File: src/rtl/fetch_block_buffer.sv
// Fetch-block queue between I-cache return and the instruction word-select mux.
// Holds whole fetch blocks and tracks how far the mux has consumed the head block.
module fetch_block_buffer #(
  parameter int unsigned Xlen  = 32,
  parameter int unsigned Words = 4,
  parameter int unsigned Depth = 4,
  parameter int unsigned PcW   = 32,
  localparam int unsigned Iw   = $clog2(Words),
  localparam int unsigned Cw   = Iw + 1,
  localparam int unsigned Dw   = $clog2(Depth) + 1
) (
  input  logic                  clk_i,
  input  logic                  rst_ni,
  input  logic                  flush_i,
  input  logic                  in_valid_i,
  output logic                  in_ready_o,
  input  logic [PcW-1:0]        in_pc_i,
  input  logic [Words*Xlen-1:0] in_block_i,
  output logic                  out_valid_o,
  output logic [Words*Xlen-1:0] out_block_o,
  output logic [PcW-1:0]        out_pc_o,
  output logic [Iw-1:0]         out_word_idx_o,
  output logic [Cw-1:0]         out_words_avail_o,
  input  logic [Cw-1:0]         consume_cnt_i,
  output logic [Dw-1:0]         count_o,
  output logic                  err_overconsume_o
);

  localparam int unsigned Pw = $clog2(Depth);

  logic [Words*Xlen-1:0] data_q [Depth];
  logic [PcW-Iw-3:0]     base_q [Depth];
  logic [Iw-1:0]         off_q  [Depth];
  logic [Iw-1:0]         off_d;
  logic [Pw-1:0]         head_q, head_d, tail_q, tail_d;
  logic [Dw-1:0]         count_q, count_d;
  logic                  err_q, err_d;
  logic                  push, consume, pop;
  logic [Cw-1:0]         avail;

  assign out_valid_o       = (count_q != '0);
  assign in_ready_o        = (count_q != Dw'(Depth));
  assign count_o           = count_q;
  assign err_overconsume_o = err_q;

  assign avail   = Cw'(Words) - Cw'(off_q[head_q]);
  assign push    = in_valid_i && in_ready_o && !flush_i;
  assign consume = out_valid_o && (consume_cnt_i != '0) && !flush_i;
  // Comparing against avail avoids the CW-bit wrap of offset + cnt on over-consume.
  assign pop     = consume && (consume_cnt_i >= avail);

  always_comb begin
    head_d  = head_q;
    tail_d  = tail_q;
    count_d = count_q;
    err_d   = err_q | (consume && (consume_cnt_i > avail));
    off_d   = off_q[head_q] + consume_cnt_i[Iw-1:0];
    if (flush_i) begin
      head_d  = '0;
      tail_d  = '0;
      count_d = '0;
    end else begin
      if (pop) head_d = head_q + Pw'(1);
      if (push) tail_d = tail_q + Pw'(1);
      unique case ({push, pop})
        2'b10:   count_d = count_q + Dw'(1);
        2'b01:   count_d = count_q - Dw'(1);
        default: count_d = count_q;
      endcase
    end
  end

  always_ff @(posedge clk_i or negedge rst_ni) begin
    if (!rst_ni) begin
      head_q  <= '0;
      tail_q  <= '0;
      count_q <= '0;
      err_q   <= 1'b0;
      for (int i = 0; i < int'(Depth); i++) begin
        data_q[i] <= '0;
        base_q[i] <= '0;
        off_q[i]  <= '0;
      end
    end else begin
      head_q  <= head_d;
      tail_q  <= tail_d;
      count_q <= count_d;
      err_q   <= err_d;
      if (push) begin
        data_q[tail_q] <= in_block_i;
        base_q[tail_q] <= in_pc_i[PcW-1:Iw+2];
        off_q[tail_q]  <= in_pc_i[2 +: Iw];
      end
      if (consume && !pop) off_q[head_q] <= off_d;
    end
  end

  always_comb begin
    out_block_o       = '0;
    out_pc_o          = '0;
    out_word_idx_o    = '0;
    out_words_avail_o = '0;
    if (out_valid_o) begin
      out_block_o       = data_q[head_q];
      out_pc_o          = {base_q[head_q], off_q[head_q], 2'b00};
      out_word_idx_o    = off_q[head_q];
      out_words_avail_o = avail;
    end
  end

endmodule

File: config.mk
export PLATFORM = sky130hd
export DESIGN_NAME = fetch_block_buffer
export DESIGN_NICKNAME = d
export VERILOG_FILES = /design/src/rtl/fetch_block_buffer.sv
export SDC_FILE = /design/constraint.sdc
export NUM_CORES = 1
export LEC_CHECK = 0
export CORE_MARGIN = 3
export CORE_UTILIZATION = 50
export CTS_CLUSTER_DIAMETER = 50
export DETAILED_ROUTE_END_ITERATION = 8
export GPL_TIMING_DRIVEN = 0
export PLACE_DENSITY = 0.72
export SETUP_SLACK_MARGIN = 0.5
export SYNTH_ARGS = -nofsm -noshare
export SYNTH_HDL_FRONTEND = slang
export SYNTH_SLANG_ARGS = --single-unit
File: constraint.sdc
create_clock -name clk_i -period 7.5 [get_ports clk_i]
set_clock_uncertainty 0.15 [all_clocks]
set_input_delay 1.5 -clock clk_i [delete_from_list [all_inputs] [get_ports clk_i]]
set_output_delay 1.5 -clock clk_i [all_outputs]
set_load 0.01 [all_outputs]
==> out/qor.yml, run 1 <==
clock_network:
  insertion_delay_ns: 0.59
  cts_tree: "done"
  cts.clk_slew.worst_paths_ns: 0.06
  cts_hold_buf: 0
  cts_sinks: 640
  cts_buffer_depth: 3
  cts-buffers-inserted: 77
  postCtsSetupBuffers: 0
  cts_root_buf: "clkbuf_16"
  h-tree-depth: 3
  postCtsResizedCells: 0
synth:
  synth_area_um2: 29270
  ys_ff_latch: 640
  synthFlopType: "dfrtp_1"
  synth_area_per_cell_um2: 16.27
  synth_cells: 1799
  synth-async-reset-ratio_pct: 100.0
  yosysWarnings: 0
  yosysUniqueCellTypes: 34
  synth_edf_count: 0
  seq_area_frac_synth_pct: 54.72
sta:
  maxSlewViolCount: 0
  period_minus_slack_ns: 5.666
  worst_hold_slack_ns: 0.3189
  fin_setup_tns_ns: 0
  fmax_mhz: 176.5
  rsz0062_at_grt: "no"
  fin_crit_sh_pct: 75.54
  slew-limit-headroom_pct: 4.286
  setup_violations: 0
  hold_violations: 0
  worst_slew_pin_slew_ns: 1.436
power_and_ir_drop:
  p_leak_nw: 15.94
  clkPwrFrac_pct: 24.6
  vdd_drop_max_v: 0.0002634
  p_total_w: 0.01557
  switching_share_pct: 29.13
  powerDensity_nw_per_um2: 427.7
  p_switching_w: 0.004536
  power_frac_comb_pct: 38.1
  p_int_w: 0.01104
  seqPwrFrac_pct: 37.2
min_path:
  hold_end: "err_overconsume_o"
  hp-start: "err_overconsume_o"
  hp-class: "flop to flop"
  min_path_cells: 1
floorplan:
  die_h_um: 247.9
  die-area_um2: 61470
  die_w_um: 247.9
  fp-row-count: 88
  coreArea_um2: 57810
  start_util_pct: 50.63
  num_io_pins: 338
detailed_routing:
  via_per_inst: 5.529
  wl_per_cell_um: 22.53
  ant_nets: 0
  dr.pass1.iters: 4
  drc_errors: 0
  dr.first_iter.drc_count: 689
  vias: 16875
  wirelength_mm: 68.75
critical_path:
  crit_path_start: "head_q[0]"
  r2r_cells: 15
  r2r_end: "count_o[2]"
  crit_path_cell_trace: "clkbuf_1 > clkbuf_1 > buf_2 > mux4_2 > and2_1 > clkdlybuf4s50_1"
  slowest_stage: "clkbuf_1"
  crit_fanout: 10
  crit_top_cell: "clkbuf_1"
  cp.required_ns: 5.85
  cpPeakStageDelay_ns: 0.79
  start_kind: "flop"
  crit-reg2reg-launch: "head_q[0]"
  critical_path_class: "flop to output port"
  r2r_slack_ns: 2.74
  critPathArrivalTime_ns: 4.02
  end_kind: "output port"
run:
  maxCapViolations: 0
final_layout:
  final_common_cell: "dfrtp_1"
  area_growth_pct: 24.42
  fillers: 4295
  final_cell_mix: "640 x dfrtp_1, 627 x mux2_2, 332 x clkdlybuf4s50_1"
  seq_area_um2: 16020
  multi_input_area_um2: 12240
  drive_gt1_share_pct: 44.54
  fin_nets: 2398
outcome:
  status: "completed"
grt:
  grt_pass1_wl_mm: 107.0
  gr-usage-all-layers_pct: 22.77
  overflow: 0
  antenna_found_initial: 11
  grt_max_degree: 132
  grt_pass1_vias: 18449
place:
  dp_hpwl_mm: 46.37
  port_buffers: 333
  gp_congestion: 0.7573
[cells in the mapped netlist, drive strengths merged (2+ instances only)]
cell type / n / share of area (%)
ha: 13 / 0.56
nand3: 2 / 0.034
nor2: 9 / 0.12
nor2b: 2 / 0.043
xnor2: 3 / 0.090
mux2i: 18 / 0.62
nand2b: 2 / 0.043
o21ai: 3 / 0.051
nor3: 3 / 0.051
a21oi: 3 / 0.051
mux4: 158 / 12
inv: 10 / 0.13
and2: 156 / 3.3
and3: 2 / 0.043
dfrtp: 640 / 55
clkbuf: 35 / 0.45
mux2: 627 / 24
buf: 94 / 2.9
nand2: 11 / 0.24
[critical path: cells and delay by family, from the launching register on]
family / cells / cell delay, ns
buf+inv: 4 / 2.26
flops: 1 / 0.37
mux: 1 / 0.56
simple gates: 1 / 0.21
[through the flow]
stage               setup WS [ns]  std cells  utilization (%)  area, µm²
floorplan                   3.502       1800                -      29270
global placement           -22.55       2898            58.06      33560
detailed placement          2.375       2903            58.31      33700
CTS                         1.721       3044            62.96      36390
global route                1.572       3046            62.97      36400
finish                      1.834       3052            62.99      36410
[power by group through the flow]
| stage | Combinational (W) | Clock (W) | Sequential (W) |
|---|---|---|---|
| after floorplan | 0.00374 | 0 | 0.00558 |
| after global placement | 0.00587 | 0 | 0.00579 |
| after detailed placement | 0.00600 | 0 | 0.00585 |
| after CTS | 0.00603 | 0.00392 | 0.00580 |
| after global routing | 0.00642 | 0.00407 | 0.00599 |
| final | 0.00594 | 0.00384 | 0.00580 |
[cell families (layout without fill, tap and decap cells)]
| group | Yosys count | count (layout) | share of synthesized area [%] |
|---|---|---|---|
| and+or+nand+nor | 191 | 191 | 4.019 |
| adders and majority gates | 14 | 14 | 0.6242 |
| xor gates and xnor gates | 4 | 4 | 0.1197 |
| DFF | 640 | 640 | 54.72 |
| buffers and inverters | 139 | 618 | 3.471 |
| other | 1 | 10 | 0.01281 |
| muxes | 803 | 803 | 36.90 |
| AOI/OAI and AO/OA | 7 | 7 | 0.1325 |
[how the worst max path moves through the flow]
stage	to	slack (ns)	cells after the start
after floorplan	count_o[2]	3.50	15
after global placement	data_q[112]	-22.55	1
after detailed placement	out_block_o[45]	2.38	6
after CTS	out_block_o[45]	1.72	6
after global routing	out_block_o[51]	1.57	6
final	out_block_o[45]	1.83	6
[state kept, by name (all words and copies together) (netlist names)]
name               flops
base_q               112
count_o                3
data_q               512
err_overconsume_o      1
head_q                 2
off_q                  8
tail_q                 2
[per-layer routing]
metal / track usage (%) / routed length (µm)
met3: 5.283 / 3967
met2: 36.80 / 33440
met1: 30.77 / 29390
met4: 7.346 / 1907
met5: 0 / 47
[layout make-up]
type / count / share of cell area (%)
plain buffers: 129 / 2.687
flip-flops and latches: 640 / 43.98
repair buffers: 338 / 9.545
well taps: 765 / 2.629
multi-input cells: 1021 / 33.61
inverters: 10 / 0.1031
clock inverters: 27 / 0.9312
diodes: 8 / 0.05498
clock buffers: 114 / 6.456
(Power assumes the default switching activity.)
==> inputs of run 2 (changes only) <==
==> constraint.sdc (replaced) <==
create_clock -name clk_i -period 5.5 [get_ports clk_i]
set_clock_uncertainty 0.15 [all_clocks]
set_input_delay 1.1 -clock clk_i [delete_from_list [all_inputs] [get_ports clk_i]]
set_output_delay 1.1 -clock clk_i [all_outputs]
set_load 0.01 [all_outputs]
==> run 2 against run 1 <==
Net effect: clock power is 36% higher; flip-flop and latch count stayed put; wire length about the same; global-route usage barely moved; combinational power up 36%; sequential share of layout area is essentially flat; die area did not move; hold slack lost 0.070 ns; critical endpoint is now out_block_o[80].
==> out/qor.yml, run 2 (synthesis gave the netlist of run 1 again) <==
sta:
  maxSlewViolCount: 0  # unchanged
  fmax_mhz: 208.3
  fin_setup_tns_ns: 0  # unchanged
  rsz0062_at_grt: "no"
  worst_slew_pin_slew_ns: 0.7692  # -0.6665 ns
  fin_crit_sh_pct: 87.30
  hold_violations: 0  # unchanged
  period_minus_slack_ns: 4.802
  slew-limit-headroom_pct: 48.72  # +44 points
  setup_violations: 0  # unchanged
run:
  maxCapViolations: 0  # unchanged
power_and_ir_drop:
  vdd_drop_max_v: 0.0003593  # +36%
  powerDensity_nw_per_um2: 583.2  # +36%
  p_leak_nw: 15.95  # +0.11%
critical_path:
  r2r_slack_ns: 0.99  # -1.75 ns
  crit_path_start: "head_q[1]"
  critPathArrivalTime_ns: 3.55  # -0.47 ns
  crit-reg2reg-launch: "head_q[0]"
  r2r_end: "count_o[2]"
  start_kind: "flop"
  critical_path_class: "flop to output port"
  r2r_cells: 15  # unchanged
  crit_fanout: 10  # unchanged
  end_kind: "output port"
  cp.required_ns: 4.25  # -1.60 ns
  endpoint: "out_block_o[80]"
detailed_routing:
  dr.pass1.iters: 4  # unchanged
  drc_errors: 0  # unchanged
  dr.first_iter.drc_count: 692  # +0.44%
  ant_nets: 0  # unchanged
  wirelength_mm: 68.73  # about the same
  vias: 16895  # +0.12%
  wl_per_cell_um: 22.52  # about the same
  via_per_inst: 5.536  # +0.12%
floorplan:
  coreArea_um2: 57810  # unchanged
  start_util_pct: 50.63  # unchanged
  die-area_um2: 61470  # unchanged
  die_h_um: 247.9  # unchanged
  fp-row-count: 88  # unchanged
  num_io_pins: 338  # unchanged
  die_w_um: 247.9  # unchanged
grt:
  grt_pass1_vias: 18449  # unchanged
  grt_max_degree: 132  # unchanged
  antenna_found_initial: 11  # unchanged
  overflow: 0  # unchanged
  grt_pass1_wl_mm: 107.0  # about the same
  gr-usage-all-layers_pct: 22.77  # about the same
clock_network:
  cts_buffer_depth: 3  # unchanged
  cts.clk_slew.worst_paths_ns: 0.06  # about the same
  cts_tree: "done"
  h-tree-depth: 3  # unchanged
  insertion_delay_ns: 0.59  # about the same
  cts_sinks: 640  # unchanged
  cts_root_buf: "clkbuf_16"
  cts-buffers-inserted: 77  # unchanged
  postCtsSetupBuffers: 0  # unchanged
final_layout:
  final_cell_mix: "640 x dfrtp_1, 627 x mux2_2, 332 x clkdlybuf4s50_1"
  fin_util_pct: 63.01  # about the same
  regMostFlops: "data_q"
  fin_nets: 2398  # unchanged
  largest_reg_flops: 512  # unchanged
  area_growth_pct: 24.46  # about the same
  drive_gt1_share_pct: 44.80  # +0.26 points
  final_common_cell: "dfrtp_1"
  postLayoutCellArea_um2: 36420  # about the same
  largest_registers: "data_q x512, base_q x112, off_q x8"
place:
  dp_hpwl_mm: 46.37  # unchanged
  port_buffers: 333  # unchanged
  gp_congestion: 0.7573  # unchanged
  dpl_cell_area_um2: 33700  # unchanged
outcome:
  status: "completed"
min_path:
  hp-class: "primary input to asynchronous set/reset pin"
## run 2: cell count changes in the layout (fill, tap and decap cells not counted)
cell,change
buf_1,-1
clkbuf_1,-4
clkbuf_2,+5
nor3_1,-1
nor3_2,+1
## run 2: area by class of cell
| cell class | count | area, µm² |
|---|---|---|
| clock inverter | 27 | 339.1 |
| clock buffer | 114 | 2351 |
| sequential | 640 | 16020 |
| inverter | 10 | 37.54 |
| timing repair buffer | 338 | 3476 |
| buffer | 129 | 984.7 |
| tap | 765 | 957.2 |
| fill | 4296 | 21380 |
| antenna | 8 | 20.02 |
| multi-input combinational | 1021 | 12240 |
## run 2: critical path, cell delays in order, from the launching register on
cell             delay, ns
dfrtp_1               0.38
clkbuf_1              0.40
clkbuf_2              0.45
clkbuf_1              0.62
mux4_2                0.40
and2_1                0.17
clkdlybuf4s50_1       0.53
## run 2: repair_timing
item | 4_1_cts | 5_1_grt
cloned | 0 | 0
hold buffers | 0 | 0
setup endpoints to repair | 119 | 28
resized for setup | 4 | 2
## run 2: metal layers
metal / track usage (%) / part of all wire [%] / vias to the layer above
met2: 36.80 / 49 / 343
met4: 7.346 / 2.8 / 6
met3: 5.283 / 5.6 / 122
met5: 0 / 0.060 / -
li1: - / - / 7455
met1: 30.76 / 43 / 8969
## run 2: metrics by stage
| step | hold slack, ns | worst slack, ns | cells | total power, W |
|---|---|---|---|---|
| 2_1_floorplan | 0.3238 | 1.502 | 1800 | 0.01272 |
| 3_3_place_gp | 0.3116 | -24.15 | 2898 | 0.01590 |
| 3_5_place_dp | 0.3144 | 0.6731 | 2903 | 0.01616 |
| 4_1_cts | 0.2160 | 0.5171 | 3044 | 0.02148 |
| 5_1_grt | 0.2382 | 0.5368 | 3046 | 0.02247 |
| 6_report | 0.2487 | 0.6982 | 3052 | 0.02124 |
## run 2: worst min-delay path by stage
stage / from / endpoint / slack (ns) / cells past startpoint
floorplan: base_q[28] / base_q[28] / 0.32 / 1
global placement: err_overconsume_o / err_overconsume_o / 0.31 / 1
detailed placement: err_overconsume_o / err_overconsume_o / 0.31 / 1
CTS: rst_ni / data_q[276] / 0.22 / 1
global route: rst_ni / data_q[276] / 0.24 / 1
finish: rst_ni / data_q[276] / 0.25 / 1
## run 2: where the power goes
group	leakage (nW)	internal, W	switching (W)
clock network	1.31	0.00322	0.00202
registers	8.01	0.00689	0.00102
logic	6.63	0.00494	0.00316
